$ cat src/rtl/instr_fetch_queue.sv
// Instruction fetch stage with a prefetch queue and in-order variable-latency memory interface.
// Define HALT_DETECT_EN to stop fetching once a HALT opcode is enqueued.
module instr_fetch_queue #(
    parameter int ADDRESSWIDTH = 32,
    parameter int DATAWIDTH    = 32,
    parameter int QDEPTH       = 4,
    parameter logic [ADDRESSWIDTH-1:0] RESET_PC = '0,
    parameter int PC_STEP      = 4
) (
    input  logic                    clk,
    input  logic                    reset,
    output logic                    imem_req_valid,
    output logic [ADDRESSWIDTH-1:0] imem_req_addr,
    input  logic                    imem_req_ready,
    input  logic                    imem_rsp_valid,
    input  logic [DATAWIDTH-1:0]    imem_rsp_data,
    input  logic                    redirect_valid,
    input  logic [ADDRESSWIDTH-1:0] redirect_pc,
    output logic                    if_valid,
    output logic [DATAWIDTH-1:0]    if_instr,
    output logic [ADDRESSWIDTH-1:0] if_pc,
    input  logic                    id_ready,
    output logic                    halted
);

    localparam int PW = $clog2(QDEPTH);
    localparam int CW = PW + 1;

    typedef logic [CW-1:0] cnt_t;
    typedef logic [PW-1:0] ptr_t;

    logic [ADDRESSWIDTH-1:0] fetch_pc_q, fetch_pc_d;
    ptr_t                    q_head_q, q_head_d;
    ptr_t                    q_tail_q, q_tail_d;
    cnt_t                    q_count_q, q_count_d;
    ptr_t                    pend_rd_q, pend_rd_d;
    ptr_t                    pend_wr_q, pend_wr_d;
    cnt_t                    outstanding_q, outstanding_d;
    cnt_t                    drop_q, drop_d;
    logic                    halted_q, halted_d;
    logic                    run_q;

    logic [ADDRESSWIDTH-1:0] q_pc_mem    [QDEPTH];
    logic [DATAWIDTH-1:0]    q_instr_mem [QDEPTH];
    logic [ADDRESSWIDTH-1:0] pend_pc_mem [QDEPTH];

    logic                    req_valid;
    logic                    req_fire;
    logic                    enq;
    logic                    deq;
    logic                    halt_hit;
    logic [CW:0]             credits;
    logic [ADDRESSWIDTH-1:0] rsp_pc;

`ifdef HALT_DETECT_EN
    assign halt_hit = (imem_rsp_data[31:26] == 6'b010001);
`else
    assign halt_hit = 1'b0;
`endif

    // Queue entries plus requests still in flight may never exceed the queue size.
    assign credits   = {1'b0, q_count_q} + {1'b0, outstanding_q};
    assign req_valid = run_q && (credits < (CW+1)'(QDEPTH)) && !halted_q && !redirect_valid;
    assign req_fire  = req_valid && imem_req_ready;
    assign deq       = if_valid && id_ready;
    assign rsp_pc    = pend_pc_mem[pend_rd_q];

    always_comb begin
        fetch_pc_d    = fetch_pc_q;
        q_head_d      = q_head_q;
        q_tail_d      = q_tail_q;
        q_count_d     = q_count_q;
        pend_rd_d     = pend_rd_q;
        pend_wr_d     = pend_wr_q;
        outstanding_d = outstanding_q;
        drop_d        = drop_q;
        halted_d      = halted_q;
        enq           = 1'b0;

        if (imem_rsp_valid) begin
            pend_rd_d = pend_rd_q + 1'b1;
        end

        if (redirect_valid) begin
            // Everything still in flight is stale, including words already marked for drop.
            fetch_pc_d    = redirect_pc;
            q_head_d      = '0;
            q_tail_d      = '0;
            q_count_d     = '0;
            halted_d      = 1'b0;
            outstanding_d = outstanding_q - cnt_t'(imem_rsp_valid);
            drop_d        = outstanding_q - cnt_t'(imem_rsp_valid);
        end else begin
            if (req_fire) begin
                fetch_pc_d = fetch_pc_q + ADDRESSWIDTH'(PC_STEP);
                pend_wr_d  = pend_wr_q + 1'b1;
            end
            outstanding_d = outstanding_q + cnt_t'(req_fire) - cnt_t'(imem_rsp_valid);

            if (imem_rsp_valid) begin
                if (drop_q != '0) begin
                    drop_d = drop_q - 1'b1;
                end else if (!halted_q) begin
                    enq = 1'b1;
                    if (halt_hit) begin
                        halted_d = 1'b1;
                    end
                end
            end

            if (enq) begin
                q_tail_d = q_tail_q + 1'b1;
            end
            if (deq) begin
                q_head_d = q_head_q + 1'b1;
            end
            q_count_d = q_count_q + cnt_t'(enq) - cnt_t'(deq);
        end
    end

    always_ff @(posedge clk or negedge reset) begin
        if (!reset) begin
            fetch_pc_q    <= RESET_PC;
            q_head_q      <= '0;
            q_tail_q      <= '0;
            q_count_q     <= '0;
            pend_rd_q     <= '0;
            pend_wr_q     <= '0;
            outstanding_q <= '0;
            drop_q        <= '0;
            halted_q      <= 1'b0;
            run_q         <= 1'b0;
        end else begin
            fetch_pc_q    <= fetch_pc_d;
            q_head_q      <= q_head_d;
            q_tail_q      <= q_tail_d;
            q_count_q     <= q_count_d;
            pend_rd_q     <= pend_rd_d;
            pend_wr_q     <= pend_wr_d;
            outstanding_q <= outstanding_d;
            drop_q        <= drop_d;
            halted_q      <= halted_d;
            run_q         <= 1'b1;
        end
    end

    // Storage needs no reset: entries are only visible through the occupancy count.
    always_ff @(posedge clk) begin
        if (enq) begin
            q_pc_mem[q_tail_q]    <= rsp_pc;
            q_instr_mem[q_tail_q] <= imem_rsp_data;
        end
        if (req_fire) begin
            pend_pc_mem[pend_wr_q] <= fetch_pc_q;
        end
    end

    assign imem_req_valid = req_valid;
    assign imem_req_addr  = fetch_pc_q;
    assign if_valid       = (q_count_q != '0);
    assign if_instr       = if_valid ? q_instr_mem[q_head_q] : '0;
    assign if_pc          = if_valid ? q_pc_mem[q_head_q] : '0;
    assign halted         = halted_q;

    a_no_rsp_when_full: assert property (@(posedge clk) disable iff (!reset)
        !(imem_rsp_valid && (q_count_q == cnt_t'(QDEPTH))));

    a_no_rsp_without_req: assert property (@(posedge clk) disable iff (!reset)
        !(imem_rsp_valid && (outstanding_q == '0)));

endmodule

$ cat config.mk
export PLATFORM = sky130hd
export DESIGN_NAME = instr_fetch_queue
export DESIGN_NICKNAME = d
export VERILOG_FILES = /design/src/rtl/instr_fetch_queue.sv
export SDC_FILE = /design/constraint.sdc
export NUM_CORES = 1
export LEC_CHECK = 0
export ABC_AREA = 1
export CAP_MARGIN = 20
export CORE_ASPECT_RATIO = 0.6
export CORE_UTILIZATION = 57
export CTS_CLUSTER_SIZE = 30
export DETAILED_ROUTE_END_ITERATION = 10
export PLACE_DENSITY = 0.87
export SLEW_MARGIN = 30
export SYNTH_ARGS = -nofsm -noshare
export SYNTH_HDL_FRONTEND = slang
export SYNTH_SLANG_ARGS = --single-unit
$ cat constraint.sdc
create_clock -name clk -period 5.67 [get_ports clk]
set_clock_uncertainty 0.15 [all_clocks]
set_input_delay 1.134 -clock clk [delete_from_list [all_inputs] [get_ports clk]]
set_output_delay 1.134 -clock clk [all_outputs]
set_load 0.01 [all_outputs]
### After elaboration in Yosys (flattened, before gate mapping)

Memory sizes are Yosys's and may differ from the RTL's.
Index checks and enable logic that the tools add are counted.

| storage, ports and cells | value |
|---|---|
| flip-flop bits (word level) | 51 |
| memory bits (writable) | 384 |
| input bits | 70 |
| output and inout bits | 99 |
| logic and storage cells | 71 |
| memories kept | 3 |

Memory list:

| name | depth | bits a word | read ports | clocked after Yosys merged registers in | wr ports | line | source |
|---|---|---|---|---|---|---|---|
| pend_pc_mem | 4 | 32 | 1 | 0 | 1 | 45 | `logic [ADDRESSWIDTH-1:0] pend_pc_mem [QDEPTH];` |
| q_instr_mem | 4 | 32 | 1 | 0 | 1 | 44 | `logic [DATAWIDTH-1:0] q_instr_mem [QDEPTH];` |
| q_pc_mem | 4 | 32 | 1 | 0 | 1 | 43 | `logic [ADDRESSWIDTH-1:0] q_pc_mem [QDEPTH];` |

| cells by class | value |
|---|---|
| $add $sub $neg | 12 |
| magnitude comparators | 1 |
| eq/ne operators | 1 |
| multiplexer cells | 26 |
| bitwise gates (word level) | 1 |
| reductions and logical operators | 17 |

Operators by type and width:

| kind | number |
|---|---|
| 32-bit 2-to-1 mux | 4 |
| 32-bit by 3-bit adder with 32-bit output, second input constant | 1 |
| 3-bit 2-to-1 mux | 5 |
| 1-bit 2-to-1 mux | 13 |
| 2-bit nonzero test | 5 |
| 3-bit by 1-bit subtractor with 3-bit output | 3 |
| 2-bit by 1-bit adder with 2-bit output, second input constant | 4 |
| 2-bit 2-to-1 mux | 4 |
| 3-bit by 1-bit adder with 3-bit output | 2 |
| 2-bit AND reduction | 3 |
| 3-bit nonzero test | 2 |
| 1-bit logical AND | 5 |
| 3-bit by 3-bit adder with 4-bit output | 1 |
| 4-bit by 3-bit less-than comparator with 1-bit output, second input constant | 1 |
| 3-bit by 1-bit subtractor with 3-bit output, second input constant | 1 |
| 1-bit zero test | 2 |
| 2-bit != test, second input constant | 1 |
| 1-bit inverter | 1 |

### Depth between registers and ports, before layout

| logic depth | value |
|---|---|
| word-level depth | 9 |
| gate-level depth with buffers | 12 |
| depth with buffers taken out | 11 |

### Least setup slack after synthesis

Ideal clock, no wire load.

| timing path | value |
|---|---|
| path type | input-to-reg |
| start | in redirect_valid |
| end | mem q_instr_mem[0][0], enable pin |
| setup time | 486 ps |
| arrival | 4378 ps |
| required time | 5034 ps |
| slack | 656 ps |
| stages on the path | 5 |
| path buffers | 2 |
| cell sequence | buf_6 clkbuf_1 nor2_1 inv_1 nor2_1 |

| between the ends | value |
|---|---|
| longest elaborated chain between the ends | 3 |

Ends and longest elaborated chain:

| element | line | source |
|---|---|---|
| from (decl) | 17 | `input logic redirect_valid,` |
| 1-bit 2-to-1 mux | 84 | `if (redirect_valid) begin` |
| 1-bit 2-to-1 mux | 149 | `if (enq) begin` |
| 1-bit 2-to-1 mux (implied by the code) | 151 | `q_instr_mem[q_tail_q] <= imem_rsp_data;` |
| to (decl) | 44 |  |

Every way passes these cells.

### Worst setup path after layout

| timing path | value |
|---|---|
| start | reg q_head_q[0] |
| end | out if_pc[24] |

| between the ends | value |
|---|---|
| longest elaborated chain between the ends | 2 |

Ends and longest elaborated chain:

| element | line | source |
|---|---|---|
| from (decl) | 33 | `ptr_t q_head_q, q_head_d;` |
| from (signal assigned) | 135 | `q_head_q <= q_head_d;` |
| memory read 4 x 32 bit | - |  |
| 32-bit 2-to-1 mux | 162 | `assign if_pc = if_valid ? q_pc_mem[q_head_q] : '0;` |
| to (decl) | 21 | `output logic [ADDRESSWIDTH-1:0] if_pc,` |

Every way passes these cells.

==> flow_metrics.env <==
export IMPL_outcome="finished clean"
export IMPL_tightest_slew_ns=0.9876
export IMPL_power_mw=9.731
export IMPL_root_buffer="clkbuf_16"
export IMPL_path_max_fanout=80
export IMPL_final_hold_viol_count=0
export IMPL_path_depth=6
export IMPL_intPower_mw=6.551
export IMPL_finalSetupViolations=0
export IMPL_clkLatencyLatePin_ns=0.54
export IMPL_cpMostUsedCell="nor2_1"
export IMPL_slew_headroom=0.3416
export IMPL_multi_input_area_um2=4726
export IMPL_first_global_vias=12440
export IMPL_area_delta_synth_final_pct=18.16
export IMPL_syn_inst=1608
export IMPL_drive_gt1_frac=0.06502
export IMPL_die_y_um=140.2
export IMPL_core_area_um2=31220
export IMPL_p_seq_frac=0.427
export IMPL_synth_area_um2=18140
export IMPL_start_kind="register"
export IMPL_ctsHoldBuffers=0
export IMPL_route_detailed_wl_per_inst_um=19.10
export IMPL_std_cell_rows=50
export IMPL_worstHoldPathType="register to register"
export IMPL_syn_area_per_cell_um2=11.28
export IMPL_synth_warning_count=0
export IMPL_drc_errors=0
export IMPL_rr_worst_depth=11
export IMPL_powerDensity_nw_per_um2=453.9
export IMPL_drt_total_wl_um=42020
export IMPL_hold_depth=2
export IMPL_critical_path_class="register to output port"
export IMPL_cap_viol_max_count=0
export IMPL_cts_buffers=39
export IMPL_min_period_over_period=0.8331
export IMPL_switching_power_mw=3.179
export IMPL_cp_top_family="buffers and inverters"
export IMPL_layout_commonest_cell="edfxtp_1"
export IMPL_power_leakage_nw=7.654
export IMPL_seq_area_um2=12790
export IMPL_num_vias=12620
export IMPL_gp_congestion=0.9132
export IMPL_min_period_ns=4.724
export IMPL_yosysUniqueCellTypes=36
export IMPL_slowest_stage="dfrtp_4"
export IMPL_grt_pass1_wl_um=65650
export IMPL_rsz0062_at_grt="no"
export IMPL_clock_fmax_ghz=0.2117
export IMPL_vias_per_cell=5.736
export IMPL_ant_nets=0
export IMPL_track_usage=0.2614
export IMPL_ys_seq_area_frac=0.7045
export IMPL_dieArea_um2=32570
export IMPL_endpoint_kind="output port"
export IMPL_timing_rr_end="outstanding_q[2]"
export IMPL_slew_violations=0
export IMPL_ir_drop_mv=0.4613
export IMPL_hold_start="drop_q[1]"
export IMPL_synth_seq_cells=434
export IMPL_final_cell_mix="384 x edfxtp_1, 367 x nor2_1, 216 x nand2_1"
export IMPL_swShare=0.3267
export IMPL_firstDrtPassIters=6
export IMPL_fillers=2075
export IMPL_nets=1845
export IMPL_dpl_hpwl_um=25220
export IMPL_grt_max_degree=81
export IMPL_cts_max_level=2
export IMPL_drtIter0Drc=1277
export IMPL_r2r_slack_ns=2.89
export IMPL_synth_nets=1699
export IMPL_die_width_um=232.3
export IMPL_worstPathCellList="buf_4, nor2_1, nor2_1, o21ai_0, a21oi_1, clkdlybuf4s50_1"
export IMPL_clkSinkCount=434
export IMPL_r2r_start="q_count_q[1]"
export IMPL_antenna_found_initial=0
export IMPL_cpPeakStageDelay_ns=0.77
export IMPL_grt_overflow=0
export IMPL_power_frac_comb=0.307
export IMPL_start_util=0.5812
export IMPL_worst_path_buf_inv=2
export IMPL_pwr_share_clk=0.265
export IMPL_min_to="drop_q[1]"
export IMPL_clockBufferDepth=3
export IMPL_portBuffers=167
export IMPL_cts_tree="built"
export IMPL_crit_required_ns=4.39
export IMPL_post_cts_buffers=0
export IMPL_io_pins=169
export IMPL_fin_setup_tns_ns=0
export IMPL_clk_pin_slew_ns=0.07
export IMPL_diodes=0
export IMPL_cp_arrival_ns=3.44
export IMPL_cts_resized_gates=0
==> through the flow <==
step,utilization,hold slack [ns],cell area (µm²),instances,setup slack (ns)
global placement,0.6449,0.3917,20130,2127,1.643
global route,0.6867,0.4832,21440,2200,0.7694
CTS,0.6849,0.4370,21380,2198,0.9890
detailed placement,0.6449,0.4276,20130,2127,1.565
finish,0.6867,0.4353,21440,2200,0.9464
floorplan,-,0.3718,18140,1608,0.6555
==> logic make-up (layout without fill, tap and decap cells) <==
logic type / after synthesis / count (layout) / synth area share
adder cells (fa/ha/maj): 21 / 21 / 0.01531
AO/OA/AOI/OAI: 313 / 313 / 0.08986
XOR/XNOR: 13 / 13 / 0.006275
AND/OR/NAND/NOR: 667 / 667 / 0.1464
other: 2 / 2 / 0.0004139
buffers and inverters: 158 / 334 / 0.03724
flip-flops: 434 / 434 / 0.7045
==> state kept, by name, indices dropped and copies added, names as in the netlist <==
name / cells
q_pc_mem: 128
pend_wr_q: 2
run_q: 1
q_tail_q: 2
drop_q: 3
q_count_q: 3
pend_rd_q: 2
q_head_q: 2
pend_pc_mem: 128
outstanding_q: 3
imem_req_addr: 32
q_instr_mem: 128
==> worst register-to-register path, cell delays in order (launching register included) <==
cell	delay (ns)
dfrtp_1	0.43
ha_1	0.32
nand3_1	0.08
nand2_1	0.08
nor2_4	0.12
nand2_4	0.20
ha_1	0.37
inv_1	0.05
ha_1	0.18
fa_1	0.38
and2_1	0.17
o31ai_1	0.18
==> synthesized netlist by cell type <==
library cell	n	area, µm²
nand3_2	1	10.01
xor2_1	7	61.31
nand2_2	5	31.28
and2_1	1	6.260
dfrtp_1	50	1251
nand3_1	51	255.2
nor3_1	2	10.01
nor2_2	7	43.79
inv_2	5	18.77
o21bai_1	2	15.01
clkinv_1	1	3.750
buf_2	27	135.1
conb_1	2	7.510
xnor2_1	6	52.55
o21ai_1	2	10.01
or2_2	4	25.02
buf_6	5	56.30
o21ai_0	203	1016
buf_4	3	22.52
ha_1	19	237.7
nand2_4	2	22.52
a31oi_1	1	6.260
clkbuf_1	38	142.6
fa_1	2	40.04
o31ai_1	1	7.510
a31oi_2	1	12.51
nor2_1	375	1408
a21oi_1	68	340.3
edfxtp_1	384	11530
o21a_1	1	7.510
inv_1	70	262.8
o22ai_1	32	200.2
nand2_1	216	810.8
nor2_4	3	33.78
o211ai_1	2	15.01
buf_1	9	33.78
==> worst max path at each step <==
stage / from / to
2_1_floorplan: redirect_valid / q_instr_mem[0][0]
3_3_place_gp: q_head_q[0] / if_pc[24]
3_5_place_dp: q_head_q[0] / if_pc[24]
4_1_cts: q_head_q[0] / if_pc[23]
5_1_grt: q_head_q[0] / if_pc[25]
6_report: q_head_q[0] / if_pc[24]
==> power by group through the flow <==
stage                     registers, mW  logic [mW]  clock network [mW]
after floorplan                    4.14        1.66                   0
after global placement             4.21        2.84                   0
after detailed placement           4.22        2.96                   0
after CTS                          4.15        2.99                2.62
after global routing               4.18        3.27                2.75
final                              4.16        2.99                2.58
==> per-layer routing <==
| layer | wire length (µm) | GRT usage |
|---|---|---|
| met1 | 17340 | 0.3675 |
| met2 | 20090 | 0.4236 |
| met3 | 3880 | 0.04560 |
| met4 | 718 | 0.07237 |
| met5 | 0 | 0 |
==> layout make-up <==
cell class / instances / area share
Sequential cell: 434 / 0.5965
Multi-Input combinational cell: 1016 / 0.2204
Timing Repair Buffer: 187 / 0.08737
Clock buffer: 57 / 0.05253
Tap cell: 416 / 0.02428
Inverter: 76 / 0.01331
Clock inverter: 14 / 0.005603
Note: power is estimated with default switching activity, not from simulation.
